## src/rtl/debounce_pkg.sv

```systemverilog
// ---------------------------------------------------------------------------
// debounce_pkg
//   Shared types and default constants for the pushbutton debouncer.
//   db_state_t       : debounce FSM state encoding
//   DB_SYNC_STAGES   : default synchroniser depth
//   DB_STABLE_CYCLES : default number of steady samples before the level flips
// ---------------------------------------------------------------------------
package debounce_pkg;

    typedef enum logic [1:0] {
        IDLE_LOW  = 2'd0,
        WAIT_HIGH = 2'd1,
        IDLE_HIGH = 2'd2,
        WAIT_LOW  = 2'd3
    } db_state_t;

    localparam int DB_SYNC_STAGES   = 2;
    localparam int DB_STABLE_CYCLES = 4;

endpackage : debounce_pkg

```

## src/rtl/btn_debounce_pulse_sync_chain.sv

```systemverilog
// ---------------------------------------------------------------------------
// sync_chain
//   Multi-flop synchroniser for a single asynchronous bit. Every flop is
//   cleared by the asynchronous active-low reset.
//   Ports:
//     clk     : sampling clock
//     reset_n : asynchronous active-low reset
//     d       : asynchronous input
//     q       : synchronised output (last flop of the chain)
// ---------------------------------------------------------------------------
module sync_chain #(
    parameter int STAGES = 2
) (
    input  logic clk,
    input  logic reset_n,
    input  logic d,
    output logic q
);

    logic [STAGES-1:0] chain;

    always_ff @(posedge clk or negedge reset_n) begin
        if (!reset_n) begin
            chain <= '0;
        end else begin
            chain <= {chain[STAGES-2:0], d};
        end
    end

    assign q = chain[STAGES-1];

endmodule : sync_chain

```

## src/rtl/btn_debounce_pulse.sv

```systemverilog
// ---------------------------------------------------------------------------
// btn_debounce_pulse
//   Synchronises a raw button input, rejects contact bounce and drives a
//   clean registered level plus one-cycle edge pulses.
//
//   Optional feature macro: DEBOUNCE_FALL_PULSE_EN
//     defined     -> btn_fall port exists and pulses on the debounced 1->0
//     not defined -> btn_fall absent; the falling exit only clears btn_level
//
//   Ports:
//     clk       : system clock, all state updates on posedge
//     reset_n   : asynchronous active-low reset
//     btn_in    : raw asynchronous button input (may bounce)
//     btn_level : debounced level, registered
//     btn_rise  : one-cycle pulse on the debounced 0->1, registered
//     btn_fall  : one-cycle pulse on the debounced 1->0, registered
//                 (only with DEBOUNCE_FALL_PULSE_EN)
//
//   state     | meaning
//   ----------+------------------------------------------------------------
//   IDLE_LOW  | level is 0, input agrees
//   WAIT_HIGH | level is 0, counting consecutive high samples
//   IDLE_HIGH | level is 1, input agrees
//   WAIT_LOW  | level is 1, counting consecutive low samples
// ---------------------------------------------------------------------------
module btn_debounce_pulse
    import debounce_pkg::*;
#(
    parameter int SYNC_STAGES   = DB_SYNC_STAGES,
    parameter int STABLE_CYCLES = DB_STABLE_CYCLES
) (
    input  logic clk,
    input  logic reset_n,
    input  logic btn_in,
    output logic btn_level,
`ifdef DEBOUNCE_FALL_PULSE_EN
    output logic btn_fall,
`endif
    output logic btn_rise
);

    localparam int CNT_W = $clog2(STABLE_CYCLES + 1);
    // Entering WAIT_* already accounts for the first steady sample, so the
    // level flips when the count reaches STABLE_CYCLES-1 with one more sample.
    localparam logic [CNT_W-1:0] CNT_LAST = CNT_W'(STABLE_CYCLES - 1);
    localparam logic [CNT_W-1:0] CNT_ONE  = CNT_W'(1);

    if (SYNC_STAGES < 2) begin : g_bad_sync
        $error("btn_debounce_pulse: SYNC_STAGES must be >= 2");
    end
    if (STABLE_CYCLES < 2) begin : g_bad_stable
        $error("btn_debounce_pulse: STABLE_CYCLES must be >= 2");
    end

    logic             sync_out;
    db_state_t        state, state_next;
    logic [CNT_W-1:0] cnt, cnt_next;
    logic             level_next;
    logic             rise_next;
`ifdef DEBOUNCE_FALL_PULSE_EN
    logic             fall_next;
`endif

    sync_chain #(
        .STAGES (SYNC_STAGES)
    ) u_sync (
        .clk     (clk),
        .reset_n (reset_n),
        .d       (btn_in),
        .q       (sync_out)
    );

    always_ff @(posedge clk or negedge reset_n) begin
        if (!reset_n) begin
            state     <= IDLE_LOW;
            cnt       <= '0;
            btn_level <= 1'b0;
            btn_rise  <= 1'b0;
`ifdef DEBOUNCE_FALL_PULSE_EN
            btn_fall  <= 1'b0;
`endif
        end else begin
            state     <= state_next;
            cnt       <= cnt_next;
            btn_level <= level_next;
            btn_rise  <= rise_next;
`ifdef DEBOUNCE_FALL_PULSE_EN
            btn_fall  <= fall_next;
`endif
        end
    end

    always_comb begin
        state_next = state;
        cnt_next   = cnt;
        level_next = btn_level;
        rise_next  = 1'b0;
`ifdef DEBOUNCE_FALL_PULSE_EN
        fall_next  = 1'b0;
`endif
        case (state)
            IDLE_LOW: begin
                if (sync_out) begin
                    state_next = WAIT_HIGH;
                    cnt_next   = CNT_ONE;
                end else begin
                    cnt_next   = '0;
                end
            end
            WAIT_HIGH: begin
                if (!sync_out) begin
                    state_next = IDLE_LOW;
                    cnt_next   = '0;
                end else if (cnt == CNT_LAST) begin
                    state_next = IDLE_HIGH;
                    cnt_next   = '0;
                    level_next = 1'b1;
                    rise_next  = 1'b1;
                end else begin
                    cnt_next   = cnt + CNT_ONE;
                end
            end
            IDLE_HIGH: begin
                if (!sync_out) begin
                    state_next = WAIT_LOW;
                    cnt_next   = CNT_ONE;
                end else begin
                    cnt_next   = '0;
                end
            end
            WAIT_LOW: begin
                if (sync_out) begin
                    state_next = IDLE_HIGH;
                    cnt_next   = '0;
                end else if (cnt == CNT_LAST) begin
                    state_next = IDLE_LOW;
                    cnt_next   = '0;
                    level_next = 1'b0;
`ifdef DEBOUNCE_FALL_PULSE_EN
                    fall_next  = 1'b1;
`endif
                end else begin
                    cnt_next   = cnt + CNT_ONE;
                end
            end
            default: begin
                state_next = IDLE_LOW;
                cnt_next   = '0;
                level_next = 1'b0;
            end
        endcase
    end

endmodule : btn_debounce_pulse

```

## config.mk

```make
export PLATFORM = sky130hd
export DESIGN_NAME = btn_debounce_pulse
export DESIGN_NICKNAME = d
export VERILOG_FILES = /design/src/rtl/debounce_pkg.sv /design/src/rtl/btn_debounce_pulse_sync_chain.sv /design/src/rtl/btn_debounce_pulse.sv
export SDC_FILE = /design/constraint.sdc
export NUM_CORES = 1
export LEC_CHECK = 0
export ABC_AREA = 1
export BUFFER_PORTS_ARGS = -buffer_cell sky130_fd_sc_hd__buf_2
export CAP_MARGIN = 20
export CORE_AREA = 8 8 45 47
export DETAILED_ROUTE_END_ITERATION = 8
export DIE_AREA = 0 0 53 55
export PLACE_DENSITY = 0.43
export SYNTH_ARGS = -nofsm -noshare
export SYNTH_HDL_FRONTEND = slang
export SYNTH_SLANG_ARGS = --single-unit
```

## constraint.sdc

```tcl
create_clock -name clk -period 1.8 [get_ports clk]
set_clock_uncertainty 0.15 [all_clocks]
set_input_delay 0.09 -clock clk [delete_from_list [all_inputs] [get_ports clk]]
set_output_delay 0.09 -clock clk [all_outputs]
set_load 0.01 [all_outputs]
```

---- Word level (Yosys, flattened, before mapping) ----
Cells that the tools add are included.
cells by class
  eq/ne operators ......................... 12
  multiplexer cells ....................... 21
  add/subtract/negate cells ............... 1
  reduce and logical (&&, ||, !) cells .... 4
operators by type and width
  cell                 number
  $mux 2               6
  $pmux 3 s4           1
  $mux 1               9
  $mux 3               3
  $ne 2x2->1 const B   4
  $pmux 2 s4           1
  $reduce_and 5->1     1
  $eq 2x2->1 const B   2
  $ne 2x1->1 const B   2
  $reduce_and 4->1     1
  $add 3x1->3 const B  1
  $eq 3x2->1 const B   1
  $ne 3x2->1 const B   1
  $ne 3x3->1 const B   1
  $eq 2x1->1 const B   1
  $logic_not 2->1      1
  $pmux 1 s2           1
  $reduce_bool 2->1    1
word-level totals
  output and inout bits ................... 2
  bits in registers ....................... 9
  input port bits ......................... 3

---- Longest topological paths before layout ----
Gate-level depths: netlist of run 1.
  depth in word-level cells ............... 4
  depth in mapped cells ................... 5
  mapped depth without buffers ............ 5

---- Cells and area by module ----
Synthesis of run 1 repeated with hierarchy kept, for this count alone.
second synthesis, totals
  cells, all modules ...................... 35
  area total of the unflattened synthesis .. 355.3 µm²
by module, submodules not included
  module              area an instance (µm²)  cells each  instances  seq. area each (µm²)
  btn_debounce_pulse  305.3                   33          1          175.2
  sync_chain          50.0                    2           1          50.0

---- Worst setup path after synthesis of run 1 ----
No wires, ideal clock.
  path type ............................... reg-to-reg
  start ................................... register cnt[0]
  end ..................................... register with a tool-made name
  clock period less this slack ............ 1.128 ns
  setup time .............................. 0.117 ns
  path buffers ............................ 0
  cell stages (with the launch flop) ...... 6
  data arrival time ....................... 0.861 ns
  path slack .............................. 0.672 ns
  cells stage by stage .................... dfrtp_1 -> ha_1 -> nand3_4 -> nand2_1 -> o21ai_1 -> inv_1
RTL lines
  what                    RTL line                  text
  from (decl)             btn_debounce_pulse.sv:57  logic [CNT_W-1:0] cnt, cnt_next;
  from (signal assigned)  btn_debounce_pulse.sv:84  cnt <= cnt_next;

==> impl_metrics.ini, run 1 <==
[outcome]
status = finished clean

[global_routing]
track_usage_pct = 5.01
antenna_found_initial = 0
grt_pass1_vias = 233
overflow = 0
grt_pass1_wl_um = 966
grt_start_max_net_pins = 10

[final_layout]
diodes = 0
finalNetCount = 52
drive_gt1_share_pct = 25.5
area_growth_pct = 23.7

[timing]
slew_viol_final = 0
rsz0062_at_grt = no
tightest_slew_ns = 0.199
fin_tns_setup_ns = 0
setup_viol = 0
hold_slack_ns = 0.0484
timing.final.crit_period_ns = 1.19
fmax_mhz = 841
fin_crit_sh_pct = 66.1
relSlewSlack_pct = 86.7
hold_viol_final = 0

[drt]
drt-initial-drc-count = 2
route.detailed.drc = 0
final_antenna_net_count = 0
wl_um = 565
viasPerCell = 4.03
wl_per_cell_um = 8.97
dr.pass1.iters = 3
vias = 254

[worst_setup_path]
path_class = flop to flop
critical_path_required_ns = 1.80
worst-endpoint-arrival_ns = 1.19
cp-start-kind = flop
end_kind = flop
worstPathMaxFanout = 6
reg2reg_slack_ns = 0.61

[clock_tree]
cts_num_sinks = 9
cts_root_buf = clkbuf_4
clkLatencyLatePin_ns = 0.26
cts_tree = built
htreeDepth = 1
clk_pin_slew_ns = 0.06
cts_made_buffers = 3
clk_path_buf_depth = 2

[synth]
synth_nets = 41
synth_largest_area_cell = dfrtp_1
synth-edff-count = 0
synth_top_area_share_pct = 61.0
syn_avg_cell_area_um2 = 9.98
yosys-top-cells-area = dfrtp_1 61%, nand2_1 9.2%, inv_1 8.1%
ys_top_cells_by_count = 9 x dfrtp_1, 9 x nand2_1, 8 x inv_1, 3 x nor2_1
syn_area_um2 = 369
async_reset_ff_share_pct = 100
ys_types = 12
ys_warn_count = 0
ys_seq_elements = 9
synthFlopType = dfrtp_1
seq_area_frac_synth_pct = 61.0
syn_inst = 37

[floorplanning]
dieArea_um2 = 2920
ios = 5
rows = 14
die_h_um = 55
die_x_um = 53
start_util_pct = 26.7
core-area_um2 = 1380

[pwr]
power_density_nw_per_um2 = 1250
p_leak_nw = 0.246
vdd_drop_max_v = 0.000409

[hold_path]
hold_path.class = input pin to asynchronous set/reset pin

[place]
numPortBuffers = 4
gp_congestion = 0.772
dp_hpwl_um = 453

[job]
drv_cap = 0
-- kinds of logic after synthesis --
group / after synthesis / share of synthesized area (%)
fa+ha+maj: 1 / 3.39
buf+inv: 9 / 9.15
flops: 9 / 61.0
simple gates: 15 / 21.7
compound gates: 3 / 4.74
-- final timing paths --
check,start,endpoint,cells after the start
max in group asynchronous,reset_n,cnt[0],2
worst min-delay path,reset_n,btn_rise,2
worst max register to register,cnt[0],flop,5
min in group clk,u_sync.chain[0],u_sync.chain[1],0
worst min register to register,u_sync.chain[0],u_sync.chain[1],0
worst max-delay path,cnt[0],flop,5
-- final cells by class --
cell class / instances / area [µm²]
inverters: 9 / 33.8
fillers: 152 / 927
flip-flops and latches: 9 / 225
clock inverters: 1 / 5.00
well taps: 16 / 20.0
repair buffers: 6 / 40.0
clock buffers: 3 / 22.5
multi-input cells: 19 / 110
-- stage by stage --
step                      cells  total power, mW  setup slack, ns  utilization [%]  area (µm²)
after floorplan              37            0.382            0.672                -         369
after global placement       57            0.417            0.625             29.6         409
after detailed placement     57            0.422            0.611             29.6         409
after CTS                    63            0.585            0.600             33.0         457
after global routing         63            0.622            0.537             33.0         457
final                        63            0.572            0.611             33.0         457
-- layout by cell type, fill, tap and decap left out, drive strengths merged --
cell         instances
buf                  4
clkbuf               3
clkinv               1
dfrtp                9
dlygate4sd3          2
ha                   1
inv                  9
nand2               10
nand3                1
nor2                 4
o21ai                2
o21bai               1
-- routing by layer --
layer / global-route usage, % / wire, µm
met2: 6.25 / 246
met5: 0 / 0
met4: 5.17 / 22
met3: 3.48 / 49
met1: 5.29 / 246
-- timing repair --
action / in CTS / in global routing
buffers inserted: 0 / 0
hold endpoints to repair: 10 / 0
gates resized for setup: 0 / 0
endpoints found under the setup margin: 0 / 0
hold buffers: 2 / 0
-- critical path, cell delays in order, from the launching register on --
cell and delay [ns]:
dfrtp_1 0.38, ha_1 0.24, nand3_4 0.13, nand2_1 0.06, o21ai_1 0.07, inv_1 0.05
-- power by group --
| group | switching (mW) | internal (mW) |
|---|---|---|
| combinational | 0.0835 | 0.0546 |
| sequential | 0.0294 | 0.251 |
| clock | 0.0714 | 0.0819 |
| total | 0.184 | 0.387 |
Note: power is estimated with default switching activity, not from simulation.
==> run 2: changes to the inputs <==
Clock period 1.8 ns to 1.15 ns, I/O delays scaled along.
==> impl_metrics.ini, run 2 (synthesis gave the netlist of run 1 again) <==
[outcome]
status = finished clean

[drt]
dr.pass1.iters = 2
drt-initial-drc-count = 3
wl_um = 554
final_antenna_net_count = 0
wl_per_cell_um = 8.79
viasPerCell = 3.92
vias = 247
route.detailed.drc = 0

[floorplanning]
die_h_um = 55
dieArea_um2 = 2920
die_x_um = 53
ios = 5
core-area_um2 = 1380
rows = 14
start_util_pct = 26.7

[worst_setup_path]
worstPathMaxFanout = 6
path_class = flop to flop
critical_path_required_ns = 1.15
end_kind = flop
crit_chain = ha_4 > nand3_4 > o21bai_1 > nand2_1
critPathSlowestCell = dfrtp_1
worst-endpoint-arrival_ns = 1.09
cp-start-kind = flop
max_stage_delay_ns = 0.38

[pwr]
pwr-share-clk_pct = 26.0
p_sw_mw = 0.293
seqPwrFrac_pct = 49.3
sw_frac_of_total_pct = 31.9
vdd_drop_max_v = 0.000572
intPower_mw = 0.625
power_density_nw_per_um2 = 1950
p_comb_share_pct = 24.7
p_leak_nw = 0.242
total_power_mw = 0.918

[final_layout]
fin_area_um2 = 470
diodes = 0
utilization_pct = 34.0
drive_gt1_share_pct = 27.7
area_growth_pct = 27.5
layout_common_cells = 9 x dfrtp_1, 8 x inv_1, 8 x nand2_1
finalNetCount = 52
final_common_cell = dfrtp_1

[timing]
hold_viol_final = 0
rsz0062_at_grt = yes
slew_viol_final = 0
setup_viol = 0
fin_crit_sh_pct = 95.0
hold_slack_ns = 0.0240
timing.final.crit_period_ns = 1.09
fmax_mhz = 916
tightest_slew_ns = 0.202
relSlewSlack_pct = 86.5
fin_ws_ns = 0.0579

[global_routing]
grt_start_max_net_pins = 10
overflow = 0
grt_pass1_wl_um = 883
track_usage_pct = 4.40
antenna_found_initial = 0
grt_pass1_vias = 214

[clock_tree]
cts_made_buffers = 3
clk_pin_slew_ns = 0.06
clk_path_buf_depth = 2
cts_root_buf = clkbuf_4
htreeDepth = 1
cts_tree = built
cts_setup_buffers = 0
clkLatencyLatePin_ns = 0.25
cts_num_sinks = 9

[place]
dp_slack_ns = -0.0297
dp_hpwl_um = 440
numPortBuffers = 4
gp_congestion = 0.675
place_area_um2 = 409

[hold_path]
hold_path.class = input pin to asynchronous set/reset pin

[job]
drv_cap = 0
run 2: cell count changes in the layout (fill, tap and decap cells not counted):
| cell | delta |
|---|---|
| nand2_2 | +1 |
| ha_4 | +1 |
| clkinv_2 | -1 |
| clkbuf_1 | +1 |
| ha_1 | -1 |
| nand2_1 | -1 |
run 2: stage by stage:
step                instances  TNS (ns)
global placement           57   -0.0270
finish                     63         0
CTS                        63         0
global route               63  -0.00804
detailed placement         57   -0.0297
floorplan                  37         0
run 2: cell type report:
class                           count  area, µm²
Clock buffer                        4       26.3
Fill cell                         148        913
Inverter                            9       33.8
Multi-Input combinational cell     19        125
Sequential cell                     9        225
Tap cell                           16       20.0
Timing Repair Buffer                6       40.0
run 2: per-layer routing:
| layer | share of wire [%] | GRT usage (%) | up-vias |
|---|---|---|---|
| li1 | - | - | 127 |
| met5 | 0 | 0 | - |
| met4 | 0 | 3.88 | 0 |
| met3 | 8.7 | 2.94 | 0 |
| met2 | 45 | 6.05 | 5 |
| met1 | 46 | 4.49 | 115 |
run 2: power by group through the flow:
stage               Combinational, mW  Sequential, mW  Clock, mW
floorplan                       0.153           0.445          0
global placement                0.201           0.442          0
detailed placement              0.209           0.447          0
CTS                             0.219           0.442      0.249
global route                    0.258           0.460      0.274
finish                          0.227           0.453      0.239
run 2: path summary, 6_finish.rpt:
kind / from / end / slack, ns / cells after the start
max: cnt[0] / btn_level / 0.06 / 4
min: reset_n / btn_rise / 0.02 / 2
max reg2reg: cnt[0] / btn_level / 0.06 / 4
min reg2reg: u_sync.chain[0] / u_sync.chain[1] / 0.21 / 0
max in group asynchronous: reset_n / cnt[2] / 0.65 / 2
min in group clk: u_sync.chain[0] / u_sync.chain[1] / 0.21 / 0
run 2: repair_timing:
| item | in CTS | in global routing |
|---|---|---|
| hold endpoints to repair | 10 | 0 |
| gates resized for setup | 1 | 2 |
| hold buffers | 2 | 0 |
| endpoints found under the setup margin | 2 | 3 |
| pin swaps | 0 | 2 |
run 2: worst max-delay path: cells and delay by family (launching register included):
family / cells / cell delay, ns
DFF: 1 / 0.38
adders and majority gates: 1 / 0.16
and+or+nand+nor: 2 / 0.16
AOI/OAI and AO/OA: 1 / 0.14
==> run 3: changes to the inputs <==
Settings changed: PLACE_DENSITY 0.43 to 0.45.
Clock period 1.15 ns to 1 ns, I/O delays scaled along.
==> impl_metrics.ini, run 3 (synthesis gave the netlist of run 1 again) <==
[floorplanning]
start_util_pct = 26.7
core-area_um2 = 1380
die_x_um = 53
die_h_um = 55
ios = 5
rows = 14
dieArea_um2 = 2920

[final_layout]
nFillCells = 148
finalNetCount = 53
fin_area_um2 = 480
final_common_cell = dfrtp_1
diodes = 0
layout_common_cells = 9 x dfrtp_1, 8 x nand2_1, 7 x inv_1
area_growth_pct = 30.2
regArea_um2 = 225
multiInputGateArea_um2 = 128
drive_gt1_share_pct = 33.3

[drt]
wl_per_cell_um = 8.86
vias = 258
drt-initial-drc-count = 4
wl_um = 567
final_antenna_net_count = 0
viasPerCell = 4.03
dr.pass1.iters = 2
route.detailed.drc = 0

[timing]
relSlewSlack_pct = 86.7
timing.final.crit_period_ns = 1.12
fin_tns_setup_ns = -0.338
slew_viol_final = 0
fmax_mhz = 891
tightest_slew_ns = 0.200
hold_viol_final = 0
setup_viol = 7
rsz0062_at_grt = yes
fin_crit_sh_pct = 112
hold_slack_ns = 0.00686
fin_ws_ns = -0.123

[clock_tree]
clk_pin_slew_ns = 0.06
cts_num_sinks = 9
cts_made_buffers = 3
cts_tree = built
clkLatencyLatePin_ns = 0.26
htreeDepth = 1
cts_root_buf = clkbuf_4
clk_path_buf_depth = 2

[outcome]
status = finished with violations
violations = setup timing

[place]
numPortBuffers = 4
dp_slack_ns = -0.113
gp_congestion = 0.734
place_area_um2 = 422

[job]
drv_cap = 0

[pwr]
seqPwrFrac_pct = 47.6
p_sw_mw = 0.359
sw_frac_of_total_pct = 32.5
vdd_drop_max_v = 0.000699
pwr-share-clk_pct = 25.0
p_leak_nw = 0.245
p_comb_share_pct = 27.4
power_density_nw_per_um2 = 2300
intPower_mw = 0.745

[worst_setup_path]
cp-start-kind = flop
worst-endpoint-arrival_ns = 1.12
end_kind = flop
worstPathMaxFanout = 6
path_class = flop to flop
critical_path_required_ns = 1.00

[global_routing]
grt_pass1_vias = 218
track_usage_pct = 4.46
grt_start_max_net_pins = 10
grt_pass1_wl_um = 855
overflow = 0
antenna_found_initial = 0

[hold_path]
hold_path.class = input pin to asynchronous set/reset pin
## run 3: cell types whose count changed in the layout (fill, tap and decap cells not counted)
cell / before / now
buf_4: 0 / 1
inv_1: 8 / 7
inv_2: 1 / 2
nor2_1: 3 / 2
nor2_2: 0 / 1
o21ai_0: 1 / 0
o21ai_1: 1 / 2
## run 3: layer usage
metal  global-route usage [%]  up-vias  part of all wire (%)
li1                         -      129                     -
met1                     5.12      118                    47
met2                     5.08        8                    41
met3                     1.87        3                   6.3
met4                     6.47        0                   5.3
met5                        0        -                     0
## run 3: what timing repair did
action                     in CTS  in global routing
setup endpoints to repair       6                  8
hold endpoints to repair       10                  0
gates resized for setup         3                  1
hold buffers                    2                  0
pin swaps                       3                  3
buffers inserted                0                  1
## run 3: worst paths after layout
path                       cells after the start  slack [ns]            start                    endpoint
setup / recovery                               5       -0.12           cnt[0]                        flop
hold / removal                                 2       0.007          reset_n  asynchronous set/reset pin
setup reg to reg                               5       -0.12           cnt[0]                        flop
hold reg to reg                                0        0.20  u_sync.chain[0]             u_sync.chain[1]
max in group asynchronous                      2        0.52          reset_n                      cnt[1]
min in group clk                               0        0.20  u_sync.chain[0]             u_sync.chain[1]
## run 3: layout make-up
class	instances	share of cell area [%]
Inverter	9	7.03
Sequential cell	9	46.9
Clock buffer	4	5.47
Multi-Input combinational cell	19	26.6
Timing Repair Buffer	7	9.90
Tap cell	16	4.17
## run 3: critical path, cell delays in order (launching register included)
cell	delay, ns
dfrtp_1	0.41
ha_4	0.18
nand3_4	0.09
nand2_1	0.06
o21ai_1	0.07
inv_1	0.05
## run 3: power by group through the flow
stage	sequential, mW	combinational, mW	clock [mW]
final	0.525	0.302	0.276
after global routing	0.535	0.352	0.312
after CTS	0.526	0.280	0.292
after detailed placement	0.529	0.265	0
after global placement	0.522	0.241	0
after floorplan	0.526	0.184	0
## run 3: through the flow
step	power [mW]	util (%)	instances
finish	1.10	34.7	64
global route	1.20	34.7	64
CTS	1.10	34.0	63
detailed placement	0.793	30.5	57
global placement	0.763	30.5	57
floorplan	0.711	-	37
